--- config.mk ---
export PLATFORM = sky130hd
export DESIGN_NAME = divider_seq
export DESIGN_NICKNAME = d
export VERILOG_FILES = /design/src/rtl/divider_seq.sv
export SDC_FILE = /design/constraint.sdc
export NUM_CORES = 1
export LEC_CHECK = 0
export BUFFER_PORTS_ARGS = -buffer_cell sky130_fd_sc_hd__buf_2
export CORE_UTILIZATION = 59
export CTS_CLUSTER_DIAMETER = 200
export CTS_CLUSTER_SIZE = 14
export DETAILED_ROUTE_END_ITERATION = 12
export PLACE_DENSITY = 0.85
export SETUP_SLACK_MARGIN = 0.1
export SLEW_MARGIN = 5
export SYNTH_ARGS = -nofsm -noshare
export SYNTH_HDL_FRONTEND = slang
export SYNTH_SLANG_ARGS = --single-unit
--- constraint.sdc ---
create_clock -name clk -period 3.9 [get_ports clk]
set_input_delay 0.195 -clock clk [delete_from_list [all_inputs] [get_ports clk]]
set_output_delay 0.195 -clock clk [all_outputs]
set_load 0.1 [all_outputs]
--- src/rtl/divider_seq.sv ---
// Sequential restoring divider: 8-bit dividend / 4-bit divisor, one quotient bit per clock.
// Started by a falling edge on the push-button; results drive three 7-segment displays.
module divider_seq (
  input  logic       clk,
  input  logic       rst,
  input  logic       start,
  input  logic [7:0] dividend,
  input  logic [3:0] divisor,
  output logic       valid,
  output logic [7:0] quotient,
  output logic [3:0] remainder,
  output logic       div_zero,
  output logic [6:0] fnd_q_hi,
  output logic [6:0] fnd_q_lo,
  output logic [6:0] fnd_rem
);

  typedef enum logic [1:0] {
    IDLE = 2'd0,
    CALC = 2'd1,
    DONE = 2'd2
  } state_t;

  // Segment order {g,f,e,d,c,b,a}, active high.
  function automatic logic [6:0] fnd_encoder(input logic [3:0] num);
    logic [6:0] seg;
    case (num)
      4'h0:    seg = 7'h3F;
      4'h1:    seg = 7'h06;
      4'h2:    seg = 7'h5B;
      4'h3:    seg = 7'h4F;
      4'h4:    seg = 7'h66;
      4'h5:    seg = 7'h6D;
      4'h6:    seg = 7'h7D;
      4'h7:    seg = 7'h07;
      4'h8:    seg = 7'h7F;
      4'h9:    seg = 7'h6F;
      4'hA:    seg = 7'h77;
      4'hB:    seg = 7'h7C;
      4'hC:    seg = 7'h39;
      4'hD:    seg = 7'h5E;
      4'hE:    seg = 7'h79;
      4'hF:    seg = 7'h71;
      default: seg = 7'h00;
    endcase
    return seg;
  endfunction

  state_t      state_r, state_nx_s;
  logic [2:0]  counter_r, counter_nx_s;
  logic [4:0]  rem_r, rem_nx_s;
  logic [7:0]  quot_r, quot_nx_s;
  logic [3:0]  dvs_r, dvs_nx_s;
  logic        zero_r, zero_nx_s;
  logic        start_d1_r, start_d2_r;
  logic        start_on_s;
  logic [12:0] shift_s;
  logic [4:0]  step_s;
  logic        ge_s;
  logic        valid_nx_s;
  logic [7:0]  quotient_nx_s;
  logic [3:0]  remainder_nx_s;
  logic        div_zero_nx_s;

  assign start_on_s = (start_d1_r == 1'b0) && (start_d2_r == 1'b1);

  // Next-state, datapath step and result capture.
  always_comb begin
    state_nx_s     = state_r;
    counter_nx_s   = counter_r;
    rem_nx_s       = rem_r;
    quot_nx_s      = quot_r;
    dvs_nx_s       = dvs_r;
    zero_nx_s      = zero_r;
    valid_nx_s     = 1'b0;
    quotient_nx_s  = quotient;
    remainder_nx_s = remainder;
    div_zero_nx_s  = div_zero;
    // {rem, quot} shifted as one word; rem[4] is always 0 here since rem < dvs.
    shift_s        = {rem_r, quot_r} << 4'd1;
    step_s         = shift_s[12:8];
    ge_s           = (step_s >= {1'b0, dvs_r});

    case (state_r)
      IDLE: begin
        if (start_on_s) begin
          rem_nx_s     = 5'd0;
          quot_nx_s    = dividend;
          dvs_nx_s     = divisor;
          zero_nx_s    = (divisor == 4'd0);
          counter_nx_s = 3'd0;
          state_nx_s   = CALC;
        end else begin
          state_nx_s   = IDLE;
        end
      end
      CALC: begin
        if (ge_s) begin
          rem_nx_s  = step_s - {1'b0, dvs_r};
          quot_nx_s = shift_s[7:0] | 8'd1;
        end else begin
          rem_nx_s  = step_s;
          quot_nx_s = shift_s[7:0];
        end
        counter_nx_s = counter_r + 3'd1;
        if (counter_r == 3'd7) begin
          state_nx_s = DONE;
        end else begin
          state_nx_s = CALC;
        end
      end
      DONE: begin
        quotient_nx_s  = zero_r ? 8'hFF : quot_r;
        remainder_nx_s = zero_r ? 4'h0 : rem_r[3:0];
        div_zero_nx_s  = zero_r;
        valid_nx_s     = 1'b1;
        state_nx_s     = IDLE;
      end
      default: begin
        state_nx_s = IDLE;
      end
    endcase
  end

  // State, datapath and output registers.
  always_ff @(posedge clk or posedge rst) begin
    if (rst) begin
      start_d1_r <= 1'b1;
      start_d2_r <= 1'b1;
      state_r    <= IDLE;
      counter_r  <= 3'd0;
      rem_r      <= 5'd0;
      quot_r     <= 8'd0;
      dvs_r      <= 4'd0;
      zero_r     <= 1'b0;
      valid      <= 1'b0;
      quotient   <= 8'd0;
      remainder  <= 4'd0;
      div_zero   <= 1'b0;
    end else begin
      start_d1_r <= start;
      start_d2_r <= start_d1_r;
      state_r    <= state_nx_s;
      counter_r  <= counter_nx_s;
      rem_r      <= rem_nx_s;
      quot_r     <= quot_nx_s;
      dvs_r      <= dvs_nx_s;
      zero_r     <= zero_nx_s;
      valid      <= valid_nx_s;
      quotient   <= quotient_nx_s;
      remainder  <= remainder_nx_s;
      div_zero   <= div_zero_nx_s;
    end
  end

  assign fnd_q_hi = fnd_encoder(quotient[7:4]);
  assign fnd_q_lo = fnd_encoder(quotient[3:0]);
  assign fnd_rem  = fnd_encoder(remainder);

endmodule

# After elaboration in Yosys (flattened, before gate mapping)

Memory sizes are Yosys's and may differ from the RTL's.
Cells that the tools add are included.

Order comparisons: 1
Bitwise operators: 1
Muxes and demuxes: 14
Add/sub/neg operators: 2
Reductions and logical operators: 6
Equality and inequality tests: 4

Operators with widths:

| cell                                                             | number |
|---|---|
| 8-bit 2-to-1 mux                                                 | 2 |
| 8-bit one-hot mux with 2 select lines                            | 1 |
| 4-bit 2-to-1 mux                                                 | 3 |
| 4-bit one-hot mux with 2 select lines                            | 1 |
| 3-bit one-hot mux with 2 select lines                            | 1 |
| 5-bit by 4-bit >= comparator with 1-bit output                   | 1 |
| 4-bit zero test                                                  | 1 |
| 2-bit one-hot mux with 2 select lines                            | 1 |
| 2-bit AND reduction                                              | 2 |
| 4-bit subtractor                                                 | 1 |
| 3-bit by 1-bit adder with 3-bit output (second input constant)   | 1 |
| 3-bit == test (second input constant)                            | 1 |
| 1-bit 2-to-1 mux                                                 | 3 |
| 3-bit 2-to-1 mux                                                 | 1 |
| 2-bit by 1-bit == test with 1-bit output (second input constant) | 1 |
| 2-bit == test (second input constant)                            | 1 |
| 2-bit zero test                                                  | 1 |
| 2-bit 2-to-1 mux                                                 | 1 |
| 2-bit inequality test (second input constant)                    | 1 |
| 2-bit nonzero test                                               | 1 |
| 1-bit logical AND                                                | 1 |
| 1-bit NOT                                                        | 1 |

Memory bits (read-only): 336
Logic and storage cells: 43
Memories: 3
Register bits after elaboration: 38

Memories:

| memory          | words | width | read ports | clocked after Yosys merged registers in | write ports | line | RTL |
|---|---|---|---|---|---|---|---|
| (no name shown) | 16    | 7     | 1          | 0                                       | 0           | 27   | `case (num)` |
| (no name shown) | 16    | 7     | 1          | 0                                       | 0           | 27   |  |
| (no name shown) | 16    | 7     | 1          | 0                                       | 0           | 27   |  |

# Depth between registers and ports, before layout

Gate-level depths: netlist of the first run.

Depth after elaboration: 4
Mapped depth: 6

# Least setup slack after synthesis of the first run

Ideal clock, no wire load.

Path type: register to output
Start: reg quotient[1]
End: out fnd_q_lo[0]
Required time: 3.705 ns
Stages on the path, launching flop included: 6
Buffers on the path: 0
Arrival: 3.707 ns
Slack: -0.002 ns
Cells stage by stage: dfrtp_1 inv_1 ha_1 inv_1 o21ai_0 o21ai_0

Cells in the longest elaborated chain, start to end: 1

Ends and longest elaborated chain:

| what                   | line | RTL |
|---|---|---|
| start, declared        | 10   | `output logic [7:0] quotient,` |
| start signal, assigned | 150  | `quotient <= quotient_nx_s;` |
| memory read 16 x 7 bit | n/a  |  |
| end, declared          | 14   | `output logic [6:0] fnd_q_lo,` |

No other way between the ends.

# Worst setup path in the final report of the first run

Start: reg quotient[1]
End: out fnd_q_lo[3]

The elaborated chain is that of the path after synthesis.

==> results of run 1 <==
[worst max-delay path, cell delays in order (launching register included)]
cell	delay [ns]
dfrtp_1	0.41
inv_1	0.16
ha_1	0.31
inv_1	0.05
mux4_2	0.45
inv_1	0.06
buf_2	0.41
[area by class of cell]
cell class	instances	share of cell area, %
Multi-Input combinational cell	210	48.2
Sequential cell	38	33.4
Timing Repair Buffer	51	9.21
Inverter	25	3.29
Clock buffer	7	2.68
Tap cell	50	2.19
Clock inverter	1	1.05
[sequential cells by signal, summed over array words and instances, names as in the netlist]
| name | count |
|---|---|
| counter_r | 3 |
| quot_r | 8 |
| remainder | 4 |
| rem_r | 4 |
| start_d1_r | 1 |
| state_r | 2 |
| zero_r | 1 |
| start_d2_r | 1 |
| valid | 1 |
| dvs_r | 4 |
| quotient | 8 |
| div_zero | 1 |
[through the flow]
step                cell area, µm²  utilization (%)  setup WS [ns]
finish                        2850             70.8           1.55
detailed placement            2740             67.9           1.86
floorplan                     2490                -          0.224
global route                  2850             70.8           1.44
CTS                           2850             70.8           1.54
global placement              2740             67.9           1.96
[cell families (layout without fill, tap and decap cells)]
family	Yosys count	count (layout)	share of synthesized area (%)
simple gates	101	101	19.2
compound gates	75	75	18.2
buf+inv	41	84	6.58
flops	38	38	38.3
fa+ha+maj	28	28	14.4
mux	4	4	2.66
xor+xnor	2	2	0.703
[final timing paths]
path	end	slack, ns	cells after the start
max	fnd_q_lo[3]	1.55	6
min	valid$_DFF_PP0_	0.001	3
max reg2reg	rem_r[1]$_DFFE_PP0P_	2.00	5
min reg2reg	start_d2_r$_DFF_PP1_	0.39	0
max in group asynchronous	start_d2_r$_DFF_PP1_	3.55	3
min in group clk	dvs_r[0]$_DFFE_PP0P_	0.11	3
[metal layers]
layer / GRT usage, % / vias to the layer above
met2: 42.9 / 61
met1: 30.8 / 1012
met4: 10.1 / 0
li1: - / 1071
met5: 0 / -
met3: 4.79 / 6
[layout by cell type (no fill, tap or decap), types with 3 or more instances in the layout]
master    netlist  final
clkbuf_8        0      5
nand2b_1        6      6
ha_1           27     27
nand3_1         8      8
a22oi_1         5      5
dfrtp_1        36     36
buf_2           2     49
inv_1          25     25
nand2_1        46     46
a31oi_1         7      7
nor3_1          9      9
o21ai_1         1      3
o21ai_0        30     28
nor2_1         17     17
a21oi_1        16     16
nor2b_1         5      5
[what timing repair did]
item | CTS | global route
hold endpoints to repair | 1 | 0
hold buffers | 1 | 0
gates resized for setup | 0 | 0
==> impl_metrics.xml, run 1 <==
<?xml version="1.0" encoding="UTF-8"?>
<metrics>
  <group name="layout">
    <metric name="final_cells" unit="">382</metric>
    <metric name="multi_input_comb_area" unit="µm²">1370</metric>
    <metric name="antenna_cells" unit="">0</metric>
    <metric name="area_delta_synth_final" unit="%">14.5</metric>
    <metric name="fill_cells" unit="">312</metric>
    <metric name="drive_above_1_share" unit="%">19.0</metric>
    <metric name="seq_area" unit="µm²">953</metric>
    <metric name="nNetsFinal" unit="">374</metric>
  </group>
  <group name="sta">
    <metric name="worst_hold_slack" unit="ns">0.00111</metric>
    <metric name="finalCriticalPeriod" unit="ns">2.35</metric>
    <metric name="finalSetupViolCount" unit="">0</metric>
    <metric name="slew_headroom" unit="%">47.0</metric>
    <metric name="tightest_slew" unit="ns">0.791</metric>
    <metric name="totalNegativeSetupSlack" unit="ns">0</metric>
    <metric name="post_route_clock_period_utilization" unit="%">60.4</metric>
    <metric name="fmax" unit="GHz">0.425</metric>
    <metric name="timing_max_transition_violations_final" unit="">0</metric>
    <metric name="final-hold-violation-count" unit="">0</metric>
    <metric name="grt_setup_unrepaired" unit="">false</metric>
    <metric name="fin_worst_skew" unit="ns">0.00588</metric>
  </group>
  <group name="detailed_routing">
    <metric name="drtPass1Iterations" unit="">4</metric>
    <metric name="routed-via-count" unit="">2150</metric>
    <metric name="ratio_of_routed_vias_to_standard_cells" unit="">5.63</metric>
    <metric name="route.top_layer_used" unit="">met4</metric>
    <metric name="met2_wirelength" unit="µm">2460</metric>
    <metric name="wirelength_met1" unit="µm">2290</metric>
    <metric name="detail_route.wirelength" unit="µm">5040</metric>
    <metric name="final_antenna_net_count" unit="">0</metric>
    <metric name="route.detailed.drc" unit="">0</metric>
    <metric name="avgRoutedWirePerCell" unit="µm">13.2</metric>
    <metric name="wl_met3" unit="µm">234</metric>
    <metric name="drt_iter0_markers" unit="">130</metric>
  </group>
  <group name="place">
    <metric name="buffer_ports.inserted" unit="">49</metric>
    <metric name="place.detailed.instances" unit="">373</metric>
    <metric name="dp_wirelength" unit="µm">3740</metric>
    <metric name="finalWeightedCongestion" unit="">0.832</metric>
  </group>
  <group name="cts">
    <metric name="post_cts_buffers" unit="">0</metric>
    <metric name="path_clk_slew" unit="ns">0.07</metric>
    <metric name="clock-sinks" unit="">38</metric>
    <metric name="tritoncts" unit="">done</metric>
    <metric name="htreeDepth" unit="">2</metric>
    <metric name="cts-buffers-inserted" unit="">5</metric>
    <metric name="clk_root_buffer_cell" unit="">clkbuf_8</metric>
    <metric name="worstSkewPairLatency" unit="ns">0.30</metric>
    <metric name="clock_path_buffers" unit="">2</metric>
  </group>
  <group name="yosys">
    <metric name="post_synth_num_cell_types" unit="">42</metric>
    <metric name="syn-cell-area" unit="µm²">2490</metric>
    <metric name="area_leader_netlist" unit="">dfrtp_1</metric>
    <metric name="post-synth-top-count-cell" unit="">nand2_1</metric>
    <metric name="syn-mean-instance-area" unit="µm²">8.62</metric>
    <metric name="synthDominantCellAreaShare" unit="%">36.2</metric>
    <metric name="yosysWarnings" unit="">0</metric>
    <metric name="synth_seq_area_share" unit="%">38.3</metric>
    <metric name="syn-instance-count" unit="">289</metric>
    <metric name="synth_async_reset_ratio" unit="%">100</metric>
    <metric name="synth_ff_type" unit="">dfrtp_1</metric>
    <metric name="synth.area.top_cells" unit="">dfrtp_1 (36%), ha_1 (14%), nand2_1 (6.9%)</metric>
    <metric name="synth_seq_cells" unit="">38</metric>
    <metric name="post_synth_edffs" unit="">0</metric>
    <metric name="synth_common_cells" unit="">nand2_1 (46), dfrtp_1 (36), o21ai_0 (30)</metric>
    <metric name="synth.net_count" unit="">332</metric>
  </group>
  <group name="critical_path">
    <metric name="criticalPathCategory" unit="">register to output pin</metric>
    <metric name="crit-reg2reg-launch" unit="">rem_r[1]$_DFFE_PP0P_</metric>
    <metric name="timing.critical_path.fanout_max" unit="">6</metric>
    <metric name="critPathArrivalTime" unit="ns">2.16</metric>
    <metric name="worstSetupStartpointType" unit="">register</metric>
    <metric name="crit_path_end_kind" unit="">output pin</metric>
    <metric name="worst_path_required_time" unit="ns">3.70</metric>
    <metric name="timing.critical_path.from" unit="">quotient[1]$_DFFE_PP0P_</metric>
  </group>
  <group name="floorplan">
    <metric name="fp.dieH" unit="µm">67.0</metric>
    <metric name="num_io_pins" unit="">50</metric>
    <metric name="fp.dieW" unit="µm">67.0</metric>
    <metric name="fp.dieArea" unit="µm²">4490</metric>
    <metric name="starting_density_of_the_core" unit="%">61.8</metric>
    <metric name="coreArea" unit="µm²">4030</metric>
    <metric name="floorplan.rows" unit="">23</metric>
  </group>
  <group name="status">
    <metric name="result_of_the_run" unit="">finished, final reports clean</metric>
  </group>
  <group name="global_route">
    <metric name="grt_max_degree" unit="">39</metric>
    <metric name="grt_antenna_before_repair" unit="">0</metric>
    <metric name="first_global_vias" unit="">2045</metric>
    <metric name="grt_usage" unit="%">25.1</metric>
    <metric name="grt_overflow_total" unit="">0</metric>
    <metric name="wire_length_of_the_first_global_routing_pass" unit="µm">8520</metric>
  </group>
  <group name="job">
    <metric name="cap_viol_max_count" unit="">0</metric>
  </group>
  <group name="worst_hold_path">
    <metric name="hold_path.class" unit="">input pin to async pin</metric>
  </group>
</metrics>
Power of run 1 is left out: the tool's default activity adds up to more than one toggle a clock period on the data nets, which glitch-free logic cannot reach.
==> inputs of run 2 (changes only) <==
--- a/config.mk
+++ b/config.mk
@@ -6,11 +6,11 @@
 export NUM_CORES = 1
 export LEC_CHECK = 0
 export BUFFER_PORTS_ARGS = -buffer_cell sky130_fd_sc_hd__buf_2
-export CORE_UTILIZATION = 59
+export CORE_UTILIZATION = 50
 export CTS_CLUSTER_DIAMETER = 200
 export CTS_CLUSTER_SIZE = 14
 export DETAILED_ROUTE_END_ITERATION = 12
-export PLACE_DENSITY = 0.85
+export PLACE_DENSITY = 0.76
 export SETUP_SLACK_MARGIN = 0.1
 export SLEW_MARGIN = 5
 export SYNTH_ARGS = -nofsm -noshare
==> constraint.sdc (replaced) <==
create_clock -name clk -period 2.1 [get_ports clk]
set_input_delay 0.105 -clock clk [delete_from_list [all_inputs] [get_ports clk]]
set_output_delay 0.105 -clock clk [all_outputs]
set_load 0.1 [all_outputs]
==> impl_metrics.xml, run 2 (synthesis gave the netlist of run 1 again) <==
<?xml version="1.0" encoding="UTF-8"?>
<metrics>
  <group name="floorplan">
    <metric name="fp.dieArea" unit="µm²">5270</metric>
    <metric name="fp.dieW" unit="µm">72.6</metric>
    <metric name="fp.dieH" unit="µm">72.6</metric>
    <metric name="num_io_pins" unit="">50</metric>
    <metric name="coreArea" unit="µm²">4750</metric>
    <metric name="starting_density_of_the_core" unit="%">52.4</metric>
    <metric name="floorplan.rows" unit="">25</metric>
  </group>
  <group name="cts">
    <metric name="path_clk_slew" unit="ns">0.08</metric>
    <metric name="clock-sinks" unit="">38</metric>
    <metric name="htreeDepth" unit="">2</metric>
    <metric name="clk_root_buffer_cell" unit="">clkbuf_8</metric>
    <metric name="tritoncts" unit="">done</metric>
    <metric name="clock_path_buffers" unit="">2</metric>
    <metric name="worstSkewPairLatency" unit="ns">0.29</metric>
    <metric name="cts-buffers-inserted" unit="">5</metric>
  </group>
  <group name="worst_hold_path">
    <metric name="hold_path.class" unit="">input pin to register</metric>
    <metric name="hold_depth" unit="">3</metric>
  </group>
  <group name="sta">
    <metric name="timing_max_transition_violations_final" unit="">0</metric>
    <metric name="fin_worst_skew" unit="ns">0.00460</metric>
    <metric name="worst_hold_slack" unit="ns">0.0172</metric>
    <metric name="tightest_slew" unit="ns">0.476</metric>
    <metric name="fmax" unit="GHz">0.510</metric>
    <metric name="finalSetupViolCount" unit="">0</metric>
    <metric name="slew_headroom" unit="%">67.9</metric>
    <metric name="post_route_clock_period_utilization" unit="%">93.4</metric>
    <metric name="totalNegativeSetupSlack" unit="ns">0</metric>
    <metric name="final-hold-violation-count" unit="">0</metric>
    <metric name="finalCriticalPeriod" unit="ns">1.96</metric>
    <metric name="grt_setup_unrepaired" unit="">true</metric>
  </group>
  <group name="layout">
    <metric name="antenna_cells" unit="">0</metric>
    <metric name="biggestRegsByFlops" unit="">quot_r x8, quotient x8</metric>
    <metric name="mostFrequentLayoutCell" unit="">nand2_1</metric>
    <metric name="fill_cells" unit="">424</metric>
    <metric name="nNetsFinal" unit="">382</metric>
    <metric name="most_frequent_cells_in_the_layout" unit="">nand2_1 (46), buf_2 (38), o21ai_0 (25)</metric>
    <metric name="area_delta_synth_final" unit="%">29.2</metric>
    <metric name="drive_above_1_share" unit="%">34.1</metric>
  </group>
  <group name="critical_path">
    <metric name="timing.critical_path.max_delay_family" unit="">flip-flops</metric>
    <metric name="ff2ff_path_depth" unit="">5</metric>
    <metric name="worstSetupPathDepth" unit="">6</metric>
    <metric name="worstReg2RegEnd" unit="">rem_r[1]$_DFFE_PP0P_</metric>
    <metric name="crit_path_end_kind" unit="">output pin</metric>
    <metric name="reg2reg_setup_slack" unit="ns">0.22</metric>
    <metric name="worstSetupStartpointType" unit="">register</metric>
    <metric name="peak_per_stage_delay_on_the_critical_path" unit="ns">0.48</metric>
    <metric name="cpMaxStageDelayCell" unit="">dfrtp_4</metric>
    <metric name="critPathArrivalTime" unit="ns">1.86</metric>
    <metric name="critical_path.endpoint" unit="">fnd_rem[3]</metric>
    <metric name="criticalPathCategory" unit="">register to output pin</metric>
    <metric name="worst_path_required_time" unit="ns">2.00</metric>
    <metric name="crit-reg2reg-launch" unit="">rem_r[1]$_DFFE_PP0P_</metric>
    <metric name="crit_path_cell_trace" unit="">inv_6 &gt; ha_4 &gt; inv_2 &gt; mux4_2 &gt; clkinvlp_4 &gt; buf_12</metric>
    <metric name="critical_path.n_buffers_inverters" unit="">4</metric>
    <metric name="timing.critical_path.fanout_max" unit="">6</metric>
    <metric name="timing.critical_path.from" unit="">remainder[0]$_DFFE_PP0P_</metric>
  </group>
  <group name="detailed_routing">
    <metric name="drt_iter0_markers" unit="">78</metric>
    <metric name="ratio_of_routed_vias_to_standard_cells" unit="">5.22</metric>
    <metric name="avgRoutedWirePerCell" unit="µm">12.3</metric>
    <metric name="final_antenna_net_count" unit="">0</metric>
    <metric name="routed-via-count" unit="">2123</metric>
    <metric name="route.detailed.drc" unit="">0</metric>
    <metric name="drtPass1Iterations" unit="">4</metric>
    <metric name="detail_route.wirelength" unit="µm">5000</metric>
  </group>
  <group name="place">
    <metric name="finalWeightedCongestion" unit="">0.996</metric>
    <metric name="dp_wirelength" unit="µm">3630</metric>
    <metric name="buffer_ports.inserted" unit="">49</metric>
  </group>
  <group name="global_route">
    <metric name="first_global_vias" unit="">1868</metric>
    <metric name="grt_usage" unit="%">20.2</metric>
    <metric name="grt_max_degree" unit="">39</metric>
    <metric name="wire_length_of_the_first_global_routing_pass" unit="µm">8270</metric>
    <metric name="grt_overflow_total" unit="">0</metric>
    <metric name="grt_antenna_before_repair" unit="">0</metric>
  </group>
  <group name="status">
    <metric name="result_of_the_run" unit="">finished, final reports clean</metric>
  </group>
  <group name="job">
    <metric name="cap_viol_max_count" unit="">0</metric>
  </group>
</metrics>
==> run 2: cell count changes in the layout (fill, tap and decap cells not counted), moves of 4 or more <==
cell	delta
a21oi_1	-7
a21oi_4	+7
a22oi_1	-4
a22oi_2	+4
buf_2	-11
buf_4	+13
dfrtp_1	-12
dfrtp_2	+4
dfrtp_4	+8
ha_1	-4
inv_1	-10
inv_2	+4
==> run 2: layout make-up <==
class	count	area [µm²]	share of cell area, %
multi-input cells	210	1560	48.4
flip-flops and latches	38	988	30.7
repair buffers	59	378	11.7
inverters	25	116	3.61
well taps	67	83.8	2.60
clock buffers	6	82.6	2.57
clock inverters	2	12.5	0.389
==> run 2: what timing repair did <==
item / in CTS / in global routing
buffers inserted: 0 / 3
pin swaps: 0 / 2
resized for setup: 6 / 10
hold buffers: 2 / 0
hold endpoints to repair: 37 / 0
endpoints found under the setup margin: 6 / 8
==> run 2: worst min-delay path by stage <==
stage                from                   end  slack [ns]
6_report       divisor[0]  dvs_r[0]$_DFFE_PP0P_        0.02
4_1_cts        divisor[0]  dvs_r[0]$_DFFE_PP0P_        0.02
3_3_place_gp        start  start_d1_r$_DFF_PP1_        0.21
3_5_place_dp        start  start_d1_r$_DFF_PP1_        0.21
5_1_grt        divisor[3]  dvs_r[3]$_DFFE_PP0P_        0.05
2_1_floorplan       start  start_d1_r$_DFF_PP1_        0.11
==> run 2: worst min-delay path, cell delays in order <==
cell	delay [ns]
buf_2	0.08
nand2_1	0.04
nand2_1	0.05
==> run 2: through the flow <==
step	util, %	setup WS (ns)	cell area, µm²	cells
floorplan	-	0.100	2730	289
global placement	64.2	0.297	3050	394
detailed placement	64.2	0.257	3050	394
CTS	67.0	0.115	3180	404
global route	67.7	0.0872	3220	407
finish	67.7	0.139	3220	407
==> run 2: per-layer routing <==
layer	routed length [µm]	track usage, %	share of wire (%)	vias up
met5	0	0	0	-
met4	48	5.45	0.96	0
met3	154	4.14	3.1	5
met2	2350	33.0	47	34
met1	2450	27.4	49	993
li1	-	-	-	1091
Power of run 2 is left out for the same reason.
